===== config.mk =====
export PLATFORM = sky130hd
export DESIGN_NAME = bus_arbiter
export DESIGN_NICKNAME = d
export VERILOG_FILES = /design/src/rtl/bus_arbiter_pkg.sv /design/src/rtl/bus_arbiter_rr.sv /design/src/rtl/bus_arbiter.sv
export SDC_FILE = /design/constraint.sdc
export NUM_CORES = 1
export LEC_CHECK = 0
export ABC_AREA = 1
export ABC_CLOCK_PERIOD_IN_PS = 2600
export CAP_MARGIN = 10
export CORE_AREA = 3 3 159 161
export DETAILED_ROUTE_END_ITERATION = 10
export DIE_AREA = 0 0 162 164
export PLACE_DENSITY_LB_ADDON = 0.3
export SLEW_MARGIN = 20
export SYNTH_ARGS = -nofsm -noshare
export SYNTH_HDL_FRONTEND = slang
export SYNTH_SLANG_ARGS = --single-unit

===== constraint.sdc =====
create_clock -name clk -period 2.6 [get_ports clk]
set_input_delay 0.52 -clock clk [delete_from_list [all_inputs] [get_ports clk]]
set_output_delay 0.52 -clock clk [all_outputs]
set_load 0.005 [all_outputs]

===== src/rtl/bus_arbiter_pkg.sv =====
// Shared bus header: master count, master indices, active-low levels and grant decode.
package bus_arbiter_pkg;

    localparam int NUM_MASTERS = 4;
    localparam int OWNER_W     = 2;
    localparam int DATA_W      = 32;
    localparam int HOLD_W      = 8;

    localparam int M_CPU_IF  = 0;
    localparam int M_CPU_MEM = 1;
    localparam int M_PERIPH  = 2;
    localparam int M_DMA     = 3;

    localparam logic ENABLE_  = 1'b0;
    localparam logic DISABLE_ = 1'b1;

    typedef logic [OWNER_W-1:0] owner_t;

    // One-hot-low grant vector for a given owner.
    function automatic logic [NUM_MASTERS-1:0] grant_vec(input owner_t owner);
        logic [NUM_MASTERS-1:0] v;
        v        = {NUM_MASTERS{DISABLE_}};
        v[owner] = ENABLE_;
        return v;
    endfunction

endpackage


===== src/rtl/bus_arbiter_rr.sv =====
// Combinational round-robin search: owner+1, owner+2, owner+3 (mod 4); the owner itself is never a candidate.
module bus_arbiter_rr
    import bus_arbiter_pkg::*;
(
    input  owner_t                 owner,
    input  logic [NUM_MASTERS-1:0] req,
    output owner_t                 next_owner,
    output logic                   hit
);

    owner_t cand [1:NUM_MASTERS-1];

    genvar gi;
    generate
        for (gi = 1; gi < NUM_MASTERS; gi++) begin : g_cand
            assign cand[gi] = owner + owner_t'(gi);
        end
    endgenerate

    // Scan farthest-first so the nearest requester overwrites and wins.
    always_comb begin
        next_owner = owner;
        hit        = 1'b0;
        for (int k = NUM_MASTERS - 1; k >= 1; k--) begin
            if (req[cand[k]]) begin
                next_owner = cand[k];
                hit        = 1'b1;
            end
        end
    end

endmodule


===== src/rtl/bus_arbiter.sv =====
// Four-master shared-bus arbiter with parking, round-robin hand-over, hold-time pre-emption
// and a transfer tracker that pins ownership while a transfer is outstanding.
module bus_arbiter
    import bus_arbiter_pkg::*;
#(
    parameter int HOLD_MAX = 16
)
(
    input  logic                          clk,
    input  logic                          reset,
    input  logic [NUM_MASTERS-1:0]        m_req_,
    input  logic [NUM_MASTERS*DATA_W-1:0] m_addr,
    input  logic [NUM_MASTERS-1:0]        m_as_,
    input  logic [NUM_MASTERS-1:0]        m_rw,
    input  logic [NUM_MASTERS*DATA_W-1:0] m_wr_data,
    output logic [NUM_MASTERS-1:0]        m_grnt_,
    output logic [NUM_MASTERS-1:0]        m_rdy_,
    output logic [DATA_W-1:0]             m_rd_data,
    output logic [DATA_W-1:0]             s_addr,
    output logic                          s_as_,
    output logic                          s_rw,
    output logic [DATA_W-1:0]             s_wr_data,
    input  logic                          s_rdy_,
    input  logic [DATA_W-1:0]             s_rd_data
);

    localparam logic [HOLD_W-1:0] HOLD_LIM = HOLD_W'(HOLD_MAX);

    owner_t                 owner_q, owner_d;
    logic [NUM_MASTERS-1:0] grnt_q, grnt_d;
    logic                   busy_q, busy_d;
    logic [HOLD_W-1:0]      hold_q, hold_d;

    owner_t rr_owner;
    logic   rr_hit;
    logic   own_as_;
    logic   own_req_;
    logic   may_move;
    logic   want_move;

    logic [DATA_W-1:0] addr_arr  [NUM_MASTERS];
    logic [DATA_W-1:0] wdata_arr [NUM_MASTERS];

    bus_arbiter_rr u_rr (
        .owner      (owner_q),
        .req        (~m_req_),
        .next_owner (rr_owner),
        .hit        (rr_hit)
    );

    genvar gi;
    generate
        for (gi = 0; gi < NUM_MASTERS; gi++) begin : g_master
            assign addr_arr[gi]  = m_addr[gi*DATA_W +: DATA_W];
            assign wdata_arr[gi] = m_wr_data[gi*DATA_W +: DATA_W];
            assign m_rdy_[gi]    = (owner_q == owner_t'(gi)) ? s_rdy_ : DISABLE_;
        end
    endgenerate

    assign own_as_   = m_as_[owner_q];
    assign own_req_  = m_req_[owner_q];
    assign s_addr    = addr_arr[owner_q];
    assign s_wr_data = wdata_arr[owner_q];
    assign s_as_     = own_as_;
    assign s_rw      = m_rw[owner_q];
    assign m_rd_data = s_rd_data;
    assign m_grnt_   = grnt_q;

    always_comb begin
        busy_d  = busy_q;
        owner_d = owner_q;
        hold_d  = hold_q;

        // Slave ready wins: an address strobe answered in the same cycle never marks busy.
        if (s_rdy_ == ENABLE_) begin
            busy_d = 1'b0;
        end else if (own_as_ == ENABLE_) begin
            busy_d = 1'b1;
        end

        may_move  = !busy_q && (own_as_ == DISABLE_);
        want_move = (own_req_ == DISABLE_) || (hold_q == HOLD_LIM);

        if (may_move && want_move && rr_hit) begin
            owner_d = rr_owner;
            hold_d  = '0;
        end else if (hold_q < HOLD_LIM) begin
            hold_d = hold_q + HOLD_W'(1);
        end

        grnt_d = grant_vec(owner_d);
    end

    always_ff @(posedge clk) begin
        if (reset) begin
            owner_q <= owner_t'(M_CPU_IF);
            grnt_q  <= grant_vec(owner_t'(M_CPU_IF));
            busy_q  <= 1'b0;
            hold_q  <= '0;
        end else begin
            owner_q <= owner_d;
            grnt_q  <= grnt_d;
            busy_q  <= busy_d;
            hold_q  <= hold_d;
        end
    end

endmodule


=== Word level (Yosys, flattened, before mapping) ===
Cells that the tools add are included.

* Eq/ne operators: 4
* Reductions and logical operators: 9
* Muxes and demuxes: 31
* $add $sub $neg: 4
* Bitwise logic cells: 4
* Magnitude comparators: 8

{| class="wikitable"
|+ Operators with widths
! operator !! count
|-
| 32-bit binary-select mux with 2-bit select || 2
|-
| 32-bit two-way mux || 4
|-
| 2-bit by 3-bit < comparator with 1-bit output, second input constant || 5
|-
| 1-bit two-way mux || 14
|-
| 1-bit binary-select mux with 2-bit select || 6
|-
| 8-bit by 1-bit adder with 8-bit output, second input constant || 1
|-
| 8-bit by 5-bit == test with 1-bit output, second input constant || 1
|-
| 8-bit by 5-bit < comparator with 1-bit output, second input constant || 1
|-
| 2-bit two-way mux || 4
|-
| 4-bit inverter || 2
|-
| 2-bit adder, second input constant || 2
|-
| 2-bit == test, second input constant || 2
|-
| 1-bit logical AND || 4
|-
| 2-bit OR reduction || 2
|-
| 3-bit >= comparator, second input constant || 1
|-
| 2-bit inverter with 3-bit output || 1
|-
| 2-bit by 1-bit adder with 2-bit output, second input constant || 1
|-
| 1-bit demux with 2-bit select || 1
|-
| 2-bit by 1-bit == test with 1-bit output, second input constant || 1
|-
| 2-bit by 1-bit >= comparator with 1-bit output, second input constant || 1
|-
| 2-bit zero test || 1
|-
| 1-bit zero test || 1
|-
| 1-bit logical OR || 1
|-
| 1-bit inverter || 1
|}

* Register bits after elaboration: 15
* Logic and storage cells: 64
* Output and inout port bits: 106
* Input port bits: 303

=== Longest topological paths before layout ===
* Word-level depth: 13
* Mapped depth: 15
* Mapped depth without buffers: 12

=== Hierarchy ===
A second synthesis with hierarchy kept.

* Cells, all modules: 435
* Area total of the unflattened synthesis: 2616.3 um^2

{| class="wikitable"
|+ Modules (own cells, without submodules)
! module !! sequential area each (um^2) !! times used !! area an instance (um^2) !! cells each
|-
| bus_arbiter || 300.3 || 1 || 2404.8 || 389
|-
| bus_arbiter_rr || 0.0 || 1 || 211.5 || 46
|}

=== Worst setup path after synthesis ===
Ideal clock, no wire load.

* Path kind: reg-to-reg
* Start: register owner_q[0]
* End: register grnt_q[0] (netlist: m_grnt_[0])
* Data arrival time: 1946 ps
* Period minus slack after synthesis: 2060 ps
* Path buffers: 3
* Setup time: 114 ps
* Data required time: 2486 ps
* Cell stages (with the launch flop): 16
* Setup slack: 540 ps
* Cells stage by stage: dfxtp_1 -> inv_2 -> buf_6 -> buf_2 -> buf_2 -> ha_1 -> inv_1 -> nand3_1 -> nand2_1 -> inv_1 -> nand2_1 -> nand3_1 -> nand2_1 -> nand2_1 -> nand2_1 -> nand2_1

* Cells in the longest elaborated chain, start to end: 13
* Elaborated cells between the ends (all ways): 30
* Classes of those cells: 3 x add/sub; 2 x order compare; 19 x mux; 1 x bitwise; 5 x reduce/logical

{| class="wikitable"
|+ RTL lines
! item !! RTL line !! RTL
|-
| start, declared || bus_arbiter.sv:29 || <nowiki>owner_t owner_q, owner_d;</nowiki>
|-
| start signal, assigned || bus_arbiter.sv:96 || <nowiki>owner_q <= owner_t'(M_CPU_IF);</nowiki>
|-
| start signal, assigned || bus_arbiter.sv:101 || <nowiki>owner_q <= owner_d;</nowiki>
|-
| 2-bit adder || bus_arbiter_rr.sv:16 || <nowiki>assign cand[gi] = owner + owner_t'(gi);</nowiki>
|-
| 1-bit binary-select mux with 2-bit select || bus_arbiter_rr.sv:25 || <nowiki>if (req[cand[k]]) begin</nowiki>
|-
| 1-bit two-way mux (implied by the code) || bus_arbiter_rr.sv:25 ||
|-
| 1-bit two-way mux (3 in a row) || bus_arbiter_rr.sv:25 ||
|-
| 1-bit logical AND || bus_arbiter.sv:84 || <nowiki>if (may_move && want_move && rr_hit) begin</nowiki>
|-
| 2-bit two-way mux (*) || bus_arbiter.sv:84 ||
|-
| 2-bit by 3-bit < comparator with 1-bit output (implied by the code) / 2-bit by 1-bit >= comparator with 1-bit output (equally long branches) || bus_arbiter_pkg.sv:23 || <nowiki>v[owner] = ENABLE_;</nowiki>
|-
| 1-bit logical AND (implied by the code) || bus_arbiter_pkg.sv:23 ||
|-
| 1-bit two-way mux (implied by the code) || bus_arbiter_pkg.sv:23 ||
|-
| 1-bit demux with 2-bit select (*) || bus_arbiter_pkg.sv:23 ||
|-
| 4-bit inverter (no line) (*) || - ||
|-
| end signal, assigned || bus_arbiter.sv:97 || <nowiki>grnt_q <= grant_vec(owner_t'(M_CPU_IF));</nowiki>
|-
| end signal, assigned || bus_arbiter.sv:102 || <nowiki>grnt_q <= grnt_d;</nowiki>
|-
| end, declared || bus_arbiter.sv:30 || <nowiki>logic [NUM_MASTERS-1:0] grnt_q, grnt_d;</nowiki>
|}

Every way passes the cells marked *; elsewhere a longest branch is shown, timed or not. The select of a mux whose other input is x is not followed.
A chain may end at the register's enable or synchronous reset.

=== Final worst setup path ===
* Start: register owner_q[0]
* End: output port s_addr[31]

* Cells in the longest elaborated chain, start to end: 4

{| class="wikitable"
|+ RTL lines
! item !! RTL line !! RTL
|-
| 2-bit inverter with 3-bit output (implied by the code) || bus_arbiter.sv:62 || <nowiki>assign s_addr = addr_arr[owner_q];</nowiki>
|-
| 32-bit binary-select mux with 2-bit select || bus_arbiter.sv:62 ||
|-
| 32-bit two-way mux (implied by the code) (2 in a row) || bus_arbiter.sv:62 ||
|-
| end, declared || bus_arbiter.sv:19 || <nowiki>output logic [DATA_W-1:0] s_addr,</nowiki>
|}

No other way between the ends. The select of a mux whose other input is x is not followed.

==> results.cfg <==
[run_status]
status = finished, final reports clean

[worst_setup_path]
path_class = reg2out
cp_slowest_stage_delay_ns = 0.58
end_kind = primary output
cp-start-kind = flip-flop
critPathRequiredTime_ns = 2.08
path_cells = inv_4 -> buf_4 -> o21ai_0 -> o22ai_1 -> clkdlybuf4s50_1
cp.depth = 5
arrival_ns = 2.01
cp_slowest_cell = clkdlybuf4s50_1
cp_max_fo = 17
path_delay_family = buffers and inverters
r2r_cells = 13
crit_buf_inv = 3

[synthesis]
syn_nets = 858
synth.cell_area_um2 = 2940
ys_seq_area_share_pct = 10.2
syn_area_per_cell_um2 = 5.36
ys_ff_latch = 15
synth_cell_type_count = 25
synth_warnings = 0
synth_cells = 549

[timing]
finalHoldViolations = 0
skew_ns = 0.00289
postLayoutSetupSlackWorst_ns = 0.0684
clock.fmax_ghz = 0.395
fin_crit_ns = 2.53
setup_viol = 0
drv_slew = 0
layout_worst_path_cycle_share_pct = 97.4
maxSlewHeadroom_pct = 74.0
rsz0062_at_grt = yes
tightest_slew_ns = 0.386

[clocking]
numCtsBuffers = 3
htree_levels = 1
post_cts_buffers = 0
cts_resized = 0
cts_sinks = 15
cts_tree = yes
clk_pin_slew_ns = 0.05
postCtsHoldBufs = 0
clock_latency_ns = 0.24
cts-root-buf = clkbuf_16
clock_path_buffers = 2

[place]
pre_cts_slack_ns = 0.143
numPortBuffers = 344
dp_hpwl_mm = 14.4
post_dp_cell_area_um2 = 6530
gp_congestion = 0.847

[floorplan]
rows = 57
core_um2 = 24100
die_y_um = 164
start_util_pct = 12.2
ioPinCount = 409
die_w_um = 162
die_area_um2 = 26600

[layout]
final_cell_area_um2 = 6630
layout-drive-gt1-share_pct = 4.43
areaGrowthSynthToFinish_pct = 125
diodes = 0
nets = 1145
final_util_pct = 27.5

[worst_hold_path]
hold_class = reg2reg
hold_depth = 2

[power_and_ir_drop]
peakVddDrop_v = 0.000390
powerDensity_nw_per_um2 = 731
power.leakage_nw = 2.53

[run]
drv_cap = 0

[route]
vias = 4756
antenna_left = 0
drcViolationCount = 0
dr.pass1.iters = 4
drt_iter0_drc = 297
wl_per_cell_um = 15.4
wl_mm = 17.8
vias_per_cell = 4.10

[grt]
globalRoute.totalOverflow = 0
antenna_found_initial = 0
grt_use_total_pct = 12.1
grt_pass1_vias = 4611
grt_first_pass_wirelength_mm = 25.9
grt_max_degree = 73
-- metrics by stage --
step	setup TNS (ns)	instances	power, mW	hold slack [ns]
floorplan	0	549	2.28	0.408
global placement	0	1155	4.58	0.417
detailed placement	0	1155	4.56	0.421
CTS	0	1159	4.88	0.429
global route	-0.00174	1159	5.27	0.439
finish	0	1159	4.84	0.426
-- power breakdown --
part / switching, mW / leakage [nW] / total [mW] / internal, mW
clock: 0.0915 / 0.0382 / 0.299 / 0.208
sequential: 0.0431 / 0.123 / 0.327 / 0.284
combinational: 2.03 / 2.37 / 4.22 / 2.18
total: 2.17 / 2.53 / 4.84 / 2.67
-- placed cells by master, fill, tap and decap left out --
| cell | n |
|---|---|
| a21oi_1 | 3 |
| buf_12 | 4 |
| nand3_2 | 4 |
| inv_4 | 1 |
| inv_2 | 2 |
| dfxtp_4 | 1 |
| dfxtp_2 | 1 |
| o21ai_1 | 5 |
| clkbuf_16 | 3 |
| dfxtp_1 | 13 |
| clkdlybuf4s50_1 | 344 |
| nand4_1 | 1 |
| ha_1 | 6 |
| buf_4 | 9 |
| o21ai_2 | 1 |
| nor3_1 | 1 |
| inv_1 | 21 |
| nand2_2 | 5 |
| o21ai_0 | 127 |
| o22ai_1 | 65 |
| nand3_1 | 17 |
| clkinv_2 | 1 |
| nand2_1 | 48 |
| buf_16 | 1 |
| o211ai_1 | 1 |
| nor3b_1 | 1 |
| nor2_4 | 3 |
| xnor2_1 | 1 |
| clkbuf_1 | 1 |
| nor2_1 | 143 |
| buf_6 | 1 |
-- routing by layer --
layer  share of wire, %  routed length (µm)  vias up  GRT usage, %
li1                   -                   -     2416             -
met1                 40                7170     2104          15.0
met2                 49                8810      215          21.7
met3                9.4                1670       21          3.30
met4                1.1                 190        0          1.51
met5                  0                   0        -             0
-- registers in the layout (all words and copies together) (netlist names) --
signal,flops
hold_q,8
busy_q,1
m_grnt_,4
owner_q,2
-- path summary, 6_finish.rpt --
path              startpoint  slack, ns    endpoint
hold / removal     hold_q[7]       0.43   hold_q[7]
setup / recovery  owner_q[0]       0.07  s_addr[31]
setup reg to reg  owner_q[1]       0.48  m_grnt_[0]
hold reg to reg    hold_q[7]       0.43   hold_q[7]
-- cells by family (layout without fill, tap and decap cells) --
group	Yosys count	count (layout)	share of synthesized area, %
buf+inv	102	388	18.1
flops	15	15	10.2
xor+xnor	1	1	0.298
simple gates	223	223	31.5
compound gates	202	202	37.4
fa+ha+maj	6	6	2.55
-- synthesized netlist by cell type --
master,n,area [µm²]
ha_1,6,75.1
buf_1,1,3.75
nand3_2,4,40.0
buf_4,32,240
buf_2,11,55.1
nor2_1,143,537
nand2_2,5,31.3
clkbuf_1,31,116
nand4_1,1,6.26
buf_6,2,22.5
o21ai_0,127,636
nor3b_1,1,7.51
nand2_1,48,180
nand3_1,17,85.1
o22ai_1,65,407
o21ai_1,5,25.0
xnor2_1,1,8.76
a21oi_1,3,15.0
o21ai_2,1,8.76
inv_2,4,15.0
o211ai_1,1,7.51
dfxtp_1,15,300
nor3_1,1,5.00
nor2_4,3,33.8
inv_1,21,78.8
-- worst min-delay path: stages (launching register included) --
cell,delay [ns]
dfxtp_1,0.30
inv_1,0.05
nor2_1,0.03
-- cell type report --
class                      instances  area [µm²]
inverter                          25        97.6
multi-input combinational        432        2110
sequential                        15         305
clock buffer                       4        78.8
timing repair buffer             359        3630
fill                            2755       17500
tap                              324         405
(Power assumes the default switching activity.)
